===== config.mk =====
export PLATFORM = sky130hd
export DESIGN_NAME = dmem_arbiter
export DESIGN_NICKNAME = d
export VERILOG_FILES = /design/src/rtl/dmem_pkg.sv /design/src/rtl/rr_arb2.sv /design/src/rtl/dmem_arbiter.sv
export SDC_FILE = /design/constraint.sdc
export NUM_CORES = 1
export LEC_CHECK = 0
export ABC_AREA = 1
export CAP_MARGIN = 20
export CELL_PAD_IN_SITES_DETAIL_PLACEMENT = 1
export CELL_PAD_IN_SITES_GLOBAL_PLACEMENT = 1
export CORE_MARGIN = 1
export CORE_UTILIZATION = 32
export DETAILED_ROUTE_END_ITERATION = 10
export PLACE_DENSITY_LB_ADDON = 0.1
export SLEW_MARGIN = 20
export SYNTH_ARGS = -nofsm -noshare
export SYNTH_HDL_FRONTEND = slang
export SYNTH_SLANG_ARGS = --single-unit

===== constraint.sdc =====
create_clock -name clk -period 14.65 [get_ports clk]
set_input_delay 2.93 -clock clk [delete_from_list [all_inputs] [get_ports clk]]
set_output_delay 2.93 -clock clk [all_outputs]
set_load 0.005 [all_outputs]

===== src/rtl/dmem_pkg.sv =====
// Shared definitions for the DataMem arbiter: FSM encodings, memory geometry,
// requester ids and the byte-address legality rule.
package dmem_pkg;

  typedef enum logic [1:0] {
    ST_IDLE   = 2'd0,
    ST_ACCESS = 2'd1,
    ST_STROBE = 2'd2,
    ST_RESP   = 2'd3
  } dmem_state_e;

  localparam int unsigned DMEM_WORDS     = 128;
  localparam int unsigned DMEM_WORD_BITS = 7;

  localparam logic PORT0 = 1'b0;
  localparam logic PORT1 = 1'b1;

  // Word-aligned and inside the memory.
  function automatic logic addr_legal(input logic [31:0] addr, input int unsigned words);
    return (addr[1:0] == 2'b00) && (addr < 32'(words * 4));
  endfunction

endpackage


===== src/rtl/rr_arb2.sv =====
// Two-request round-robin picker. The history bit remembers the last granted
// port so a tie goes to the other one.
module rr_arb2
  import dmem_pkg::*;
(
  input  logic       clk,
  input  logic       reset,
  input  logic [1:0] req_i,
  output logic [1:0] grant_o,
  output logic       grant_valid_o
);

  logic last_q, last_d;

  always_comb begin
    grant_o = 2'b00;
    case (req_i)
      2'b01:   grant_o = 2'b01;
      2'b10:   grant_o = 2'b10;
      2'b11:   grant_o = (last_q == PORT1) ? 2'b01 : 2'b10;
      default: grant_o = 2'b00;
    endcase
  end

  assign grant_valid_o = |grant_o;
  assign last_d        = grant_valid_o ? grant_o[1] : last_q;

  // Reset to "port 1 granted last" so port 0 wins the first tie.
  always_ff @(posedge clk or posedge reset) begin
    if (reset) last_q <= PORT1;
    else       last_q <= last_d;
  end

endmodule


===== src/rtl/dmem_arbiter.sv =====
// Serializes two valid/ready requesters onto the single-port DataMem and
// sequences MemRead / a clean one-cycle MemWrite pulse for each access.
module dmem_arbiter
  import dmem_pkg::*;
#(
  parameter int unsigned MEM_WORDS = DMEM_WORDS
) (
  input  logic        clk,
  input  logic        reset,
  input  logic        req0_valid,
  input  logic        req0_write,
  input  logic [31:0] req0_addr,
  input  logic [31:0] req0_wdata,
  output logic        req0_ready,
  input  logic        req1_valid,
  input  logic        req1_write,
  input  logic [31:0] req1_addr,
  input  logic [31:0] req1_wdata,
  output logic        req1_ready,
  output logic        rsp0_valid,
  output logic [31:0] rsp0_rdata,
  output logic        rsp0_err,
  output logic        rsp1_valid,
  output logic [31:0] rsp1_rdata,
  output logic        rsp1_err,
  output logic        MemRead,
  output logic        MemWrite,
  output logic [31:0] mem_addr,
  output logic [31:0] mem_wdata,
  input  logic [31:0] mem_rdata,
  output dmem_state_e dbg_state
);

  // Handshake: a request transfers in the cycle where reqN_valid and
  // reqN_ready are both 1; ready only rises in IDLE and never on both ports.
  dmem_state_e state_q;
  logic        wr_q, port_q;
  logic [31:0] addr_q, wdata_q;
  logic        mem_read_q, mem_write_q;
  logic [1:0]  rsp_valid_q, rsp_err_q;
  logic [31:0] rdata_q [2];

  logic [1:0]  req_vec, grant;
  logic        grant_valid, gnt_port, sel_write;
  logic [31:0] sel_addr, sel_wdata;

  assign req_vec = (state_q == ST_IDLE) ? {req1_valid, req0_valid} : 2'b00;

  rr_arb2 u_arb (
    .clk           (clk),
    .reset         (reset),
    .req_i         (req_vec),
    .grant_o       (grant),
    .grant_valid_o (grant_valid)
  );

  assign req0_ready = grant[0];
  assign req1_ready = grant[1];
  assign gnt_port   = grant[1];
  assign sel_write  = gnt_port ? req1_write : req0_write;
  assign sel_addr   = gnt_port ? req1_addr  : req0_addr;
  assign sel_wdata  = gnt_port ? req1_wdata : req0_wdata;

  always_ff @(posedge clk or posedge reset) begin
    if (reset) begin
      state_q     <= ST_IDLE;
      wr_q        <= 1'b0;
      port_q      <= PORT0;
      addr_q      <= '0;
      wdata_q     <= '0;
      mem_read_q  <= 1'b0;
      mem_write_q <= 1'b0;
      rsp_valid_q <= '0;
      rsp_err_q   <= '0;
      rdata_q[0]  <= '0;
      rdata_q[1]  <= '0;
    end else begin
      mem_read_q  <= 1'b0;
      mem_write_q <= 1'b0;
      rsp_valid_q <= '0;
      rsp_err_q   <= '0;
      case (state_q)
        ST_IDLE: begin
          if (grant_valid) begin
            port_q <= gnt_port;
            wr_q   <= sel_write;
            // Illegal requests leave the memory-side address/data untouched.
            if (addr_legal(sel_addr, MEM_WORDS)) begin
              addr_q     <= sel_addr;
              wdata_q    <= sel_wdata;
              mem_read_q <= ~sel_write;
              state_q    <= ST_ACCESS;
            end else begin
              rdata_q[gnt_port]     <= '0;
              rsp_valid_q[gnt_port] <= 1'b1;
              rsp_err_q[gnt_port]   <= 1'b1;
              state_q               <= ST_RESP;
            end
          end
        end
        ST_ACCESS: begin
          if (wr_q) begin
            mem_write_q <= 1'b1;
            state_q     <= ST_STROBE;
          end else begin
            rdata_q[port_q]     <= mem_rdata;
            rsp_valid_q[port_q] <= 1'b1;
            state_q             <= ST_RESP;
          end
        end
        ST_STROBE: begin
          rsp_valid_q[port_q] <= 1'b1;
          state_q             <= ST_RESP;
        end
        ST_RESP: state_q <= ST_IDLE;
        default: state_q <= ST_IDLE;
      endcase
    end
  end

  assign MemRead    = mem_read_q;
  assign MemWrite   = mem_write_q;
  assign mem_addr   = addr_q;
  assign mem_wdata  = wdata_q;
  assign rsp0_valid = rsp_valid_q[0];
  assign rsp1_valid = rsp_valid_q[1];
  assign rsp0_err   = rsp_err_q[0];
  assign rsp1_err   = rsp_err_q[1];
  assign rsp0_rdata = rdata_q[0];
  assign rsp1_rdata = rdata_q[1];
  assign dbg_state  = state_q;

endmodule


# ---- Word level (Yosys, flattened, before mapping)
# Cells that the tools add are included.
dict set report totals {
  register_bits 139
  inputBits 166
  out_inout_bits 138
  elab_cells 80
}
dict set report classes {
  order_cmp 9
  eq_ne 9
  n_mux 33
  bitwise 5
  n_reduce_logical 12
}
# operator count
set op_table {}
lappend op_table {{$mux W64} 3}
lappend op_table {{$mux W32} 4}
lappend op_table {{$pmux W64 S2} 1}
lappend op_table {{$and A64 B64 Y64} 1}
lappend op_table {{$bwmux W64} 1}
lappend op_table {{$demux W32 S1} 2}
lappend op_table {{$not A64 Y64} 1}
lappend op_table {{$lt A32 B10 Y1 const B} 1}
lappend op_table {{$mux W2} 8}
lappend op_table {{$pmux W2 S3} 2}
lappend op_table {{$mux W1} 9}
lappend op_table {{$eq A2 B2 Y1 const B} 4}
lappend op_table {{$pmux W2 S4} 1}
lappend op_table {{$logic_and A1 B1 Y1} 5}
lappend op_table {{$eq A2 B1 Y1 const B} 2}
lappend op_table {{$ge A2 B2 Y1 const B} 2}
lappend op_table {{$logic_not A2 Y1} 2}
lappend op_table {{$lt A1 B2 Y1 const B} 2}
lappend op_table {{$lt A2 B1 Y1 const B} 2}
lappend op_table {{$ne A2 B2 Y1 const B} 2}
lappend op_table {{$not A1 Y2} 2}
lappend op_table {{$reduce_and A4 Y1} 1}
lappend op_table {{$reduce_and A3 Y1} 1}
lappend op_table {{$demux W1 S1} 2}
lappend op_table {{other kinds (6)} 7}

# ---- Longest topological paths before layout
dict set report logic_depth {
  ltp_word 14
  depth_mapped 19
}

# ---- Modules after synthesis
# A second synthesis with hierarchy kept.
dict set report hier_totals {
  hier_cells 731
  hier_area_um2 6262.3
}
# module instances cells_each area_per_inst_um2 seq_area_each_um2
set by_module_without_submodules {}
lappend by_module_without_submodules {dmem_arbiter 1 719 6190.9 3453.3}
lappend by_module_without_submodules {rr_arb2 1 12 71.3 26.3}

# ---- Worst setup path before layout
# No wires, ideal clock.
dict set report synth_timing {
  kind {input to output}
  start {input req0_valid}
  end {output req1_ready}
  t_arrival_ns 3.950
  t_required_ns 11.720
  setup_slack_ns 7.770
  cell_stages 6
  n_path_buf 3
  cell_sequence {nand2_1 -> inv_1 -> nor2_2 -> buf_2 -> buf_2 -> buf_1}
}
dict set report synth_between {
  elab_chain_cells 3
  word_cells_on_any_way 5
}
# element line_no
set synth_lines {}
lappend synth_lines {{start, declared} dmem_arbiter.sv:10} ;# input logic req0_valid,
lappend synth_lines {{$mux W2 (*)} dmem_arbiter.sv:47} ;# assign req_vec = (state_q == ST_IDLE) ? {req1_valid, req0_valid} : 2'b00;
lappend synth_lines {{$eq A2 B2 Y1 or $eq A2 B1 Y1 (tied branches)} rr_arb2.sv:17} ;# case (req_i)
lappend synth_lines {{$pmux W2 S3 (*)} rr_arb2.sv:17}
lappend synth_lines {{end, declared} dmem_arbiter.sv:19} ;# output logic req1_ready,
# Mark *: on every way between the ends. The rest lies on a longest branch, timed or not.

# ---- Worst setup path in the final report
# Ends and elaborated chain as after synthesis.

==> flow_summary.ini <==
[critical_path]
r2r_end = rsp1_rdata[24]
arrival_ns = 4.52
cpPeakStageDelay_ns = 0.50
critPathLaunchType = input pin
end_kind = primary output
crit_path_frequent_cell = clkdlybuf4s50_1
cp_top_family = buffers and inverters
crit_chain = clkdlybuf4s50_1 -> nand2_1 -> inv_1 -> nor2_4 -> clkdlybuf4s50_1
cp_max_fo = 12
startpoint = req0_valid
r2r-start = dbg_state[0]
critPathRequiredTime_ns = 11.72
cp_slowest_cell = clkdlybuf4s50_1
ff2ff_setup_slack_ns = 10.01
reg2reg_depth = 12
critPathKind = in2out
path_buf_inv = 3

[outcome]
status = finished, final reports clean

[sta]
rsz0062_at_grt = no
finalMaxSlewViolations = 0
clock_skew_ns = 0.01540
hold_viol = 0
period_minus_slack_ns = 7.452
fmax_mhz = 134.2
slew-limit-headroom_pct = 30.80
tightest_slew_ns = 1.038
period_share_pct = 50.87
setup_viol = 0
fin_setup_tns_ns = 0

[flow_run]
maxCapViolCount = 0

[global_routing]
overflow = 0
antenna_found_initial = 0
grt_pass1_wl_um = 44950
globalRouteTotalUtil_pct = 24.60
grt_max_degree = 100
grt_pass1_vias = 7984

[logic_synthesis]
synth_seq_cells = 139
synth_cell_types = 23
synth_fp_nets = 1194
synth_cells = 1023
synth_area_leaders = dfrtp_1 47%, nand2_1 28%, o22ai_1 5.6%
synth-edff-count = 0
yosys_warnings = 0
syn_area_um2 = 7307
synthArstFlopShare_pct = 100.0
netlist.area_leader.share_pct = 47.26
avgSynthCellArea_um2 = 7.143
yosysTopAreaCell = dfrtp_1
ys_seq_area_share_pct = 47.62
synth-main-ff-cell = dfrtp_1
synth_most_common_cell = nand2_1
yosys-top-cells-count = 537 x nand2_1, 138 x dfrtp_1, 86 x inv_1

[pwr]
p_per_area_nw_per_um2 = 161.8
ir_drop_mv = 0.1238
p_leak_nw = 5.656

[final_layout]
final_nets = 1453
area_growth_syn_to_layout_pct = 51.75
nFillCells = 2730
drive_above_1_share_pct = 4.788
final_core_util_pct = 50.19
antenna_cells = 0

[clock_tree]
path_clk_slew_ns = 0.06
clk_path_buf_depth = 2
numCtsBuffers = 17
clk_root_buffer_cell = clkbuf_16
cts_resized = 0
cts_sinks = 139
cts_setup_buffers = 0
cts_tree = yes
htree_levels = 4
cts_hold_buffers = 0
clock_latency_ns = 0.44

[placed_design]
dp_hpwl_um = 18740
portBuffers = 303
gp_congestion = 0.7744

[route]
drtIter0Drc = 425
wl_per_cell_um = 17.94
wirelength_um = 28260
first_pass_iters = 5
postRouteAntennaNets = 0
drc_errors = 0
vias = 7778
viasPerCell = 4.938

[worst_hold_path]
holdPathEnd = mem_wdata[8]
hp-start = mem_wdata[8]
hold_path.class = reg2reg
min_path_cells = 2

[die]
die_y_um = 153.1
start_util_pct = 33.07
die_w_um = 153.1
die_area_um2 = 23440
ios = 304
row_count = 54
coreArea_um2 = 22090
==> report_power, final <==
group          leakage, nW  internal, mW  switching, mW
Combinational         3.45         0.328          0.438
Clock                0.304         0.263          0.199
Sequential            1.90         0.481         0.0856
Total                 5.66          1.07          0.722
==> final cells by class <==
| cell class | count | area, um^2 | area share [%] |
|---|---|---|---|
| Clock inverter | 14 | 175.2 | 1.580 |
| Multi-Input combinational cell | 718 | 3182 | 28.70 |
| Inverter | 93 | 354.1 | 3.193 |
| Sequential cell | 139 | 3480 | 31.38 |
| Tap cell | 280 | 350.3 | 3.160 |
| Timing Repair Buffer | 313 | 3108 | 28.03 |
| Clock buffer | 18 | 439.2 | 3.961 |
==> flip-flops by register name (all words and copies together), names as in the netlist <==
| signal | count |
|---|---|
| mem_addr | 32 |
| mem_wdata | 32 |
| rsp0_rdata | 32 |
| rsp1_rdata | 32 |
| dbg_state | 2 |
| rsp_err_q | 2 |
| rsp_valid_q | 2 |
| MemRead | 1 |
| MemWrite | 1 |
| port_q | 1 |
| u_arb.last_q | 1 |
| wr_q | 1 |
==> cells in the final DEF (no fill, tap or decap), types with 7 or more instances in the layout <==
master and n:
nor2_1 13, buf_4 10, clkbuf_16 17, nand3b_1 9
inv_2 7, o21ai_0 7, o22ai_1 65, inv_1 85
clkdlybuf4s50_1 303, dfrtp_1 138, nand4_1 64, nand2_1 535
==> metal layers <==
metal  track usage [%]  part of all wire (%)  routed length [um]  vias to the layer above
met2             41.23                    49               13760                      248
li1                  -                     -                   -                     3752
met5                 0                     0                   0                        -
met3             5.444                   6.3                1776                       31
met1             31.48                    43               12170                     3747
met4             7.696                   2.0                 552                        0
==> stage by stage <==
stage / total power [mW] / std cells / worst slack [ns] / area, um^2 / hold slack, ns
3_3_place_gp: 1.323 / 1543 / 7.290 / 10470 / 0.4498
4_1_cts: 1.813 / 1575 / 7.183 / 11090 / 0.4737
5_1_grt: 1.915 / 1575 / 7.107 / 11090 / 0.4960
3_5_place_dp: 1.341 / 1543 / 7.186 / 10470 / 0.4553
6_report: 1.794 / 1575 / 7.198 / 11090 / 0.4694
2_1_floorplan: 0.9540 / 1023 / 7.770 / 7307 / 0.4498
==> cell families after synthesis <==
kind of cell,count (synthesis),synth area share (%)
adder cells (fa/ha/maj),5,0.8562
buffers and inverters,166,9.349
flip-flops,139,47.62
AO/OA/AOI/OAI,80,6.592
AND/OR/NAND/NOR,633,35.58
==> tightest hold or removal path, cell delays in order (launching register included) <==
cell     delay [ns]
dfrtp_1        0.34
nand2_1        0.05
nand2_1        0.05
==> worst max path at each step <==
stage	slack [ns]	endpoint	depth (start not counted)
floorplan	7.77	req1_ready	6
global placement	7.29	req1_ready	5
detailed placement	7.19	req1_ready	5
CTS	7.18	req1_ready	5
global route	7.11	req1_ready	5
finish	7.20	req1_ready	5
No activity file was read; power rests on OpenSTA's default activity.
==> RTL change 1 (same settings) <==
Reset style: synchronous (`reset`), changed in 2 clocked blocks.
--- a/src/rtl/rr_arb2.sv
+++ b/src/rtl/rr_arb2.sv
@@ -26,7 +26,7 @@
   assign last_d        = grant_valid_o ? grant_o[1] : last_q;
 
   // Reset to "port 1 granted last" so port 0 wins the first tie.
-  always_ff @(posedge clk or posedge reset) begin
+  always_ff @(posedge clk) begin
     if (reset) last_q <= PORT1;
     else       last_q <= last_d;
   end
--- a/src/rtl/dmem_arbiter.sv
+++ b/src/rtl/dmem_arbiter.sv
@@ -61,7 +61,7 @@
   assign sel_addr   = gnt_port ? req1_addr  : req0_addr;
   assign sel_wdata  = gnt_port ? req1_wdata : req0_wdata;
 
-  always_ff @(posedge clk or posedge reset) begin
+  always_ff @(posedge clk) begin
     if (reset) begin
       state_q     <= ST_IDLE;
       wr_q        <= 1'b0;
Behaviour: differs if reset is asserted again (counterexample within 4 cycles, from zero or initial values and one cycle with reset high); with reset held inactive, the same outputs for 4 cycles.
==> RTL change 1 against the unedited design <==
Critical path depth stayed put; area after synthesis is 15% lower; register-to-register slack better by 0.66 ns; worst setup slack better by 0.084 ns; wire length is 30% lower; sequential cell count stayed put; final cell count is 13% lower; final area is 10% lower; largest cell class unchanged; highest routed layer unchanged.
Power is not compared: it rests on default switching activity, and its combinational part moved more than twofold at a synthesized area within 25%.
==> RTL change 1: results (changes against the unedited design) <==
| Metric | Value |
|---|---|
| GPL Wtd Cong | 0.766 (was 0.774) |
| DRT Pass-1 Iters | 4 (was 5) |
| 1st-iter DRT viols | 213 (was 425) |
| Worst hold margin | 0.438 ns (was 0.469 ns) |
| Register area share after synthesis | 55.4% (was 47.6%) |
| Primary FF master, synth | dfxtp_1 (was dfrtp_1) |
| Capturing point of the worst reg2reg path | rdata_q[0][0]$_SDFFCE_PN0P_ (was rsp1_rdata[24]$_DFFE_PP0P_) |
| Commonest cells post-synth | nand2_1 (332), nor2_1 (184), dfxtp_1 (75) (was nand2_1 (537), dfrtp_1 (138), inv_1 (86)) |
| First-pass GRT wire length | 31300 um (was 44900 um) |
| Worst Min Path Start | mem_addr[25]$_SDFFE_PP0P_ (was mem_wdata[8]$_DFFE_PP0P_) |
| Status | finished clean (unchanged) |
| Skew-Pair Late Insertion Delay | 0.42 ns (was 0.44 ns) |
| Worst EP arrival | 4.44 ns (was 4.52 ns) |
| Crit Path Max Fanout | 18 (was 12) |
| Worst r2r src | dbg_state[0]$_SDFFE_PP0P_ (was dbg_state[0]$_DFFE_PP0N_) |
| Detailed placement HPWL | 13900 um (was 18700 um) |
| Post-synth EDFFs | 64 (was 0) |
| Worst Skew | 0.00874 ns (was 0.0154 ns) |
| Fraction of layout cells with a size suffix above 1 | 4.67% (was 4.79%) |
| Non-clk buf share | 30.9% (was 28.0%) |
| Synth cell types | 25 (was 23) |
| Worst Hold End | mem_addr[25]$_SDFFE_PP0P_ (was mem_wdata[8]$_DFFE_PP0P_) |
| FF-to-FF path depth | 17 (was 12) |
| Worst reg-to-reg setup slack | 10.67 ns (was 10.01 ns) |
| Largest net degree at the start of global routing | 104 (was 100) |
| #MultiIn Comb | 568 (was 718) |
| NumNets Final | 1271 (was 1453) |
| Via count | 5997 (was 7778) |
| Vias in the first global route | 6137 (was 7984) |
| Seq area share | 34.4% (was 31.4%) |
| Syn nets | 985 (was 1194) |
| Seq cells | 139 (unchanged) |
==> RTL change 1: stage by stage <==
| step | instances | utilization (%) | power, mW | setup slack (ns) |
|---|---|---|---|---|
| after floorplan | 814 | - | 0.644 | 7.95 |
| after global placement | 1341 | 49.8 | 0.804 | 7.29 |
| after detailed placement | 1341 | 49.8 | 0.810 | 7.28 |
| after CTS | 1373 | 52.8 | 1.24 | 7.27 |
| after global routing | 1373 | 52.8 | 1.29 | 7.21 |
| final | 1373 | 52.8 | 1.22 | 7.28 |
==> RTL change 1: cell families after synthesis <==
family | share of synthesized area [%]
AND/OR/NAND/NOR | 34.7
flip-flops | 55.4
buffers and inverters | 7.63
AO/OA/AOI/OAI | 1.25
adder cells (fa/ha/maj) | 1.01
==> RTL change 1: metal layers <==
metal | up-vias | share of wire [%] | global-route usage (%)
li1 | 3040 | - | -
met1 | 2732 | 40 | 22.4
met2 | 201 | 50 | 36.0
met3 | 24 | 8.3 | 7.34
met4 | 0 | 2.2 | 7.78
met5 | - | 0 | 0
==> RTL change 2 (config.mk and constraints unchanged) <==
Without the edit above. Put a register stage on the outputs `rsp0_err` and `rsp1_err`, with the module's reset. The values now appear one clock later. The other outputs are not delayed to match.
--- a/src/rtl/dmem_arbiter.sv
+++ b/src/rtl/dmem_arbiter.sv
@@ -124,8 +124,15 @@
   assign mem_wdata  = wdata_q;
   assign rsp0_valid = rsp_valid_q[0];
   assign rsp1_valid = rsp_valid_q[1];
-  assign rsp0_err   = rsp_err_q[0];
-  assign rsp1_err   = rsp_err_q[1];
+  always_ff @(posedge clk or posedge reset) begin
+    if (reset) begin
+      rsp0_err <= '0;
+      rsp1_err <= '0;
+    end else begin
+      rsp0_err <= rsp_err_q[0];
+      rsp1_err <= rsp_err_q[1];
+    end
+  end
   assign rsp0_rdata = rdata_q[0];
   assign rsp1_rdata = rdata_q[1];
   assign dbg_state  = state_q;
Function: changed (a bounded check fails within 4 cycles, from zero or initial values and one cycle with reset high).
==> RTL change 2 against the unedited design <==
Total power fell by 2.5%; worst hold slack got worse by 0.13 ns; maximum frequency fell by 0.28%; area after synthesis rose by 0.68%; final area did not move; worst setup slack got worse by 0.021 ns; wire length fell by 3.3%; sequential cell count rose by 2; combinational power fell by 0.8%; critical endpoint unchanged.
==> RTL change 2: results (changes against the unedited design) <==
| Metric | Value |
|---|---|
| DRT Pass-1 Iters | 4 (was 5) |
| Total power | 1.75 mW (was 1.79 mW) |
| Worst IR drop on VDD | 116 uV (was 124 uV) |
| GPL Wtd Cong | 0.811 (was 0.774) |
| Seq pwr share | 32.7% (was 31.6%) |
| FF/Latch Area | 0.00353 mm^2 (was 0.00348 mm^2) |
| Routed length per instance | 17.3 um (was 17.9 um) |
| Dominant cells by area after synthesis | dfrtp_1 (48%), nand2_1 (27%), o22ai_1 (5.5%) (was dfrtp_1 (47%), nand2_1 (28%), o22ai_1 (5.6%)) |
| Crit Path Max Fanout | 12 (unchanged) |
| Syn Inst Count | 1025 (was 1023) |
| Ant. Diodes | 0 (unchanged) |
| Seq area share | 31.8% (was 31.4%) |
| Met3 global-route usage | 4.99% (was 5.44%) |
| Switch share | 40.6% (was 40.2%) |
| Met2 WL post-DR | 13100 um (was 13800 um) |
| Status | finished clean (unchanged) |
| Met2 Track Usage GR | 39.6% (was 41.2%) |
| Layout filler cell count | 2762 (was 2730) |
| Slew HR | 33.0% (was 30.8%) |
| Register area share after synthesis | 48.0% (was 47.6%) |
| Vias in the first global route | 7894 (was 7984) |
| Yosys reg bits | 141 (was 139) |
| Detailed placement HPWL | 18200 um (was 18700 um) |
| Non-clk buf share | 28.1% (was 28.0%) |
| Syn nets | 1196 (was 1194) |
| Worst Skew | 0.0162 ns (was 0.0154 ns) |
| M1 wire length | 12000 um (was 12200 um) |
| TritonCTS Buffers | 17 (unchanged) |
| Dpl cell area | 0.0105 mm^2 (about the same) |
| Commonest cells post-synth | nand2_1 (537), dfrtp_1 (140), inv_1 (86) (was nand2_1 (537), dfrtp_1 (138), inv_1 (86)) |
| Met3 Routed Length | 1570 um (was 1780 um) |
| Via count | 7717 (was 7778) |
| Worst slack at placement | 7.21 ns (was 7.19 ns) |
| Gr usage total | 23.6% (was 24.6%) |
| 1st-iter DRT viols | 407 (was 425) |
| Synth top area share | 47.6% (was 47.3%) |
| Grt met1 use | 30.0% (was 31.5%) |
| Clk root buf | clkbuf_16 (unchanged) |
## RTL change 2: cell types whose count changed after synthesis
cell,change
dfrtp_1,+2
## RTL change 2: kinds of logic after synthesis
group | after synthesis | share of synthesized area [%]
buffers and inverters | 166 | 9.29
adder cells (fa/ha/maj) | 5 | 0.850
flip-flops | 141 | 48.0
AO/OA/AOI/OAI | 80 | 6.55
AND/OR/NAND/NOR | 633 | 35.3
## RTL change 2: final timing paths
check,cells after the start,from,end,slack (ns)
hold reg to reg,0,rsp_err_q[0]$_DFF_PP0_,rsp0_err$_DFF_PP0_,0.34
hold / removal,0,rsp_err_q[0]$_DFF_PP0_,rsp0_err$_DFF_PP0_,0.34
setup / recovery,5,req0_valid,req1_ready,7.18
max in group asynchronous,3,reset,rsp0_rdata[17]$_DFFE_PP0P_,10.18
min in group asynchronous,2,reset,mem_wdata[17]$_DFFE_PP0P_,3.00
setup reg to reg,12,dbg_state[0]$_DFFE_PP0N_,rsp1_rdata[5]$_DFFE_PP0P_,9.96
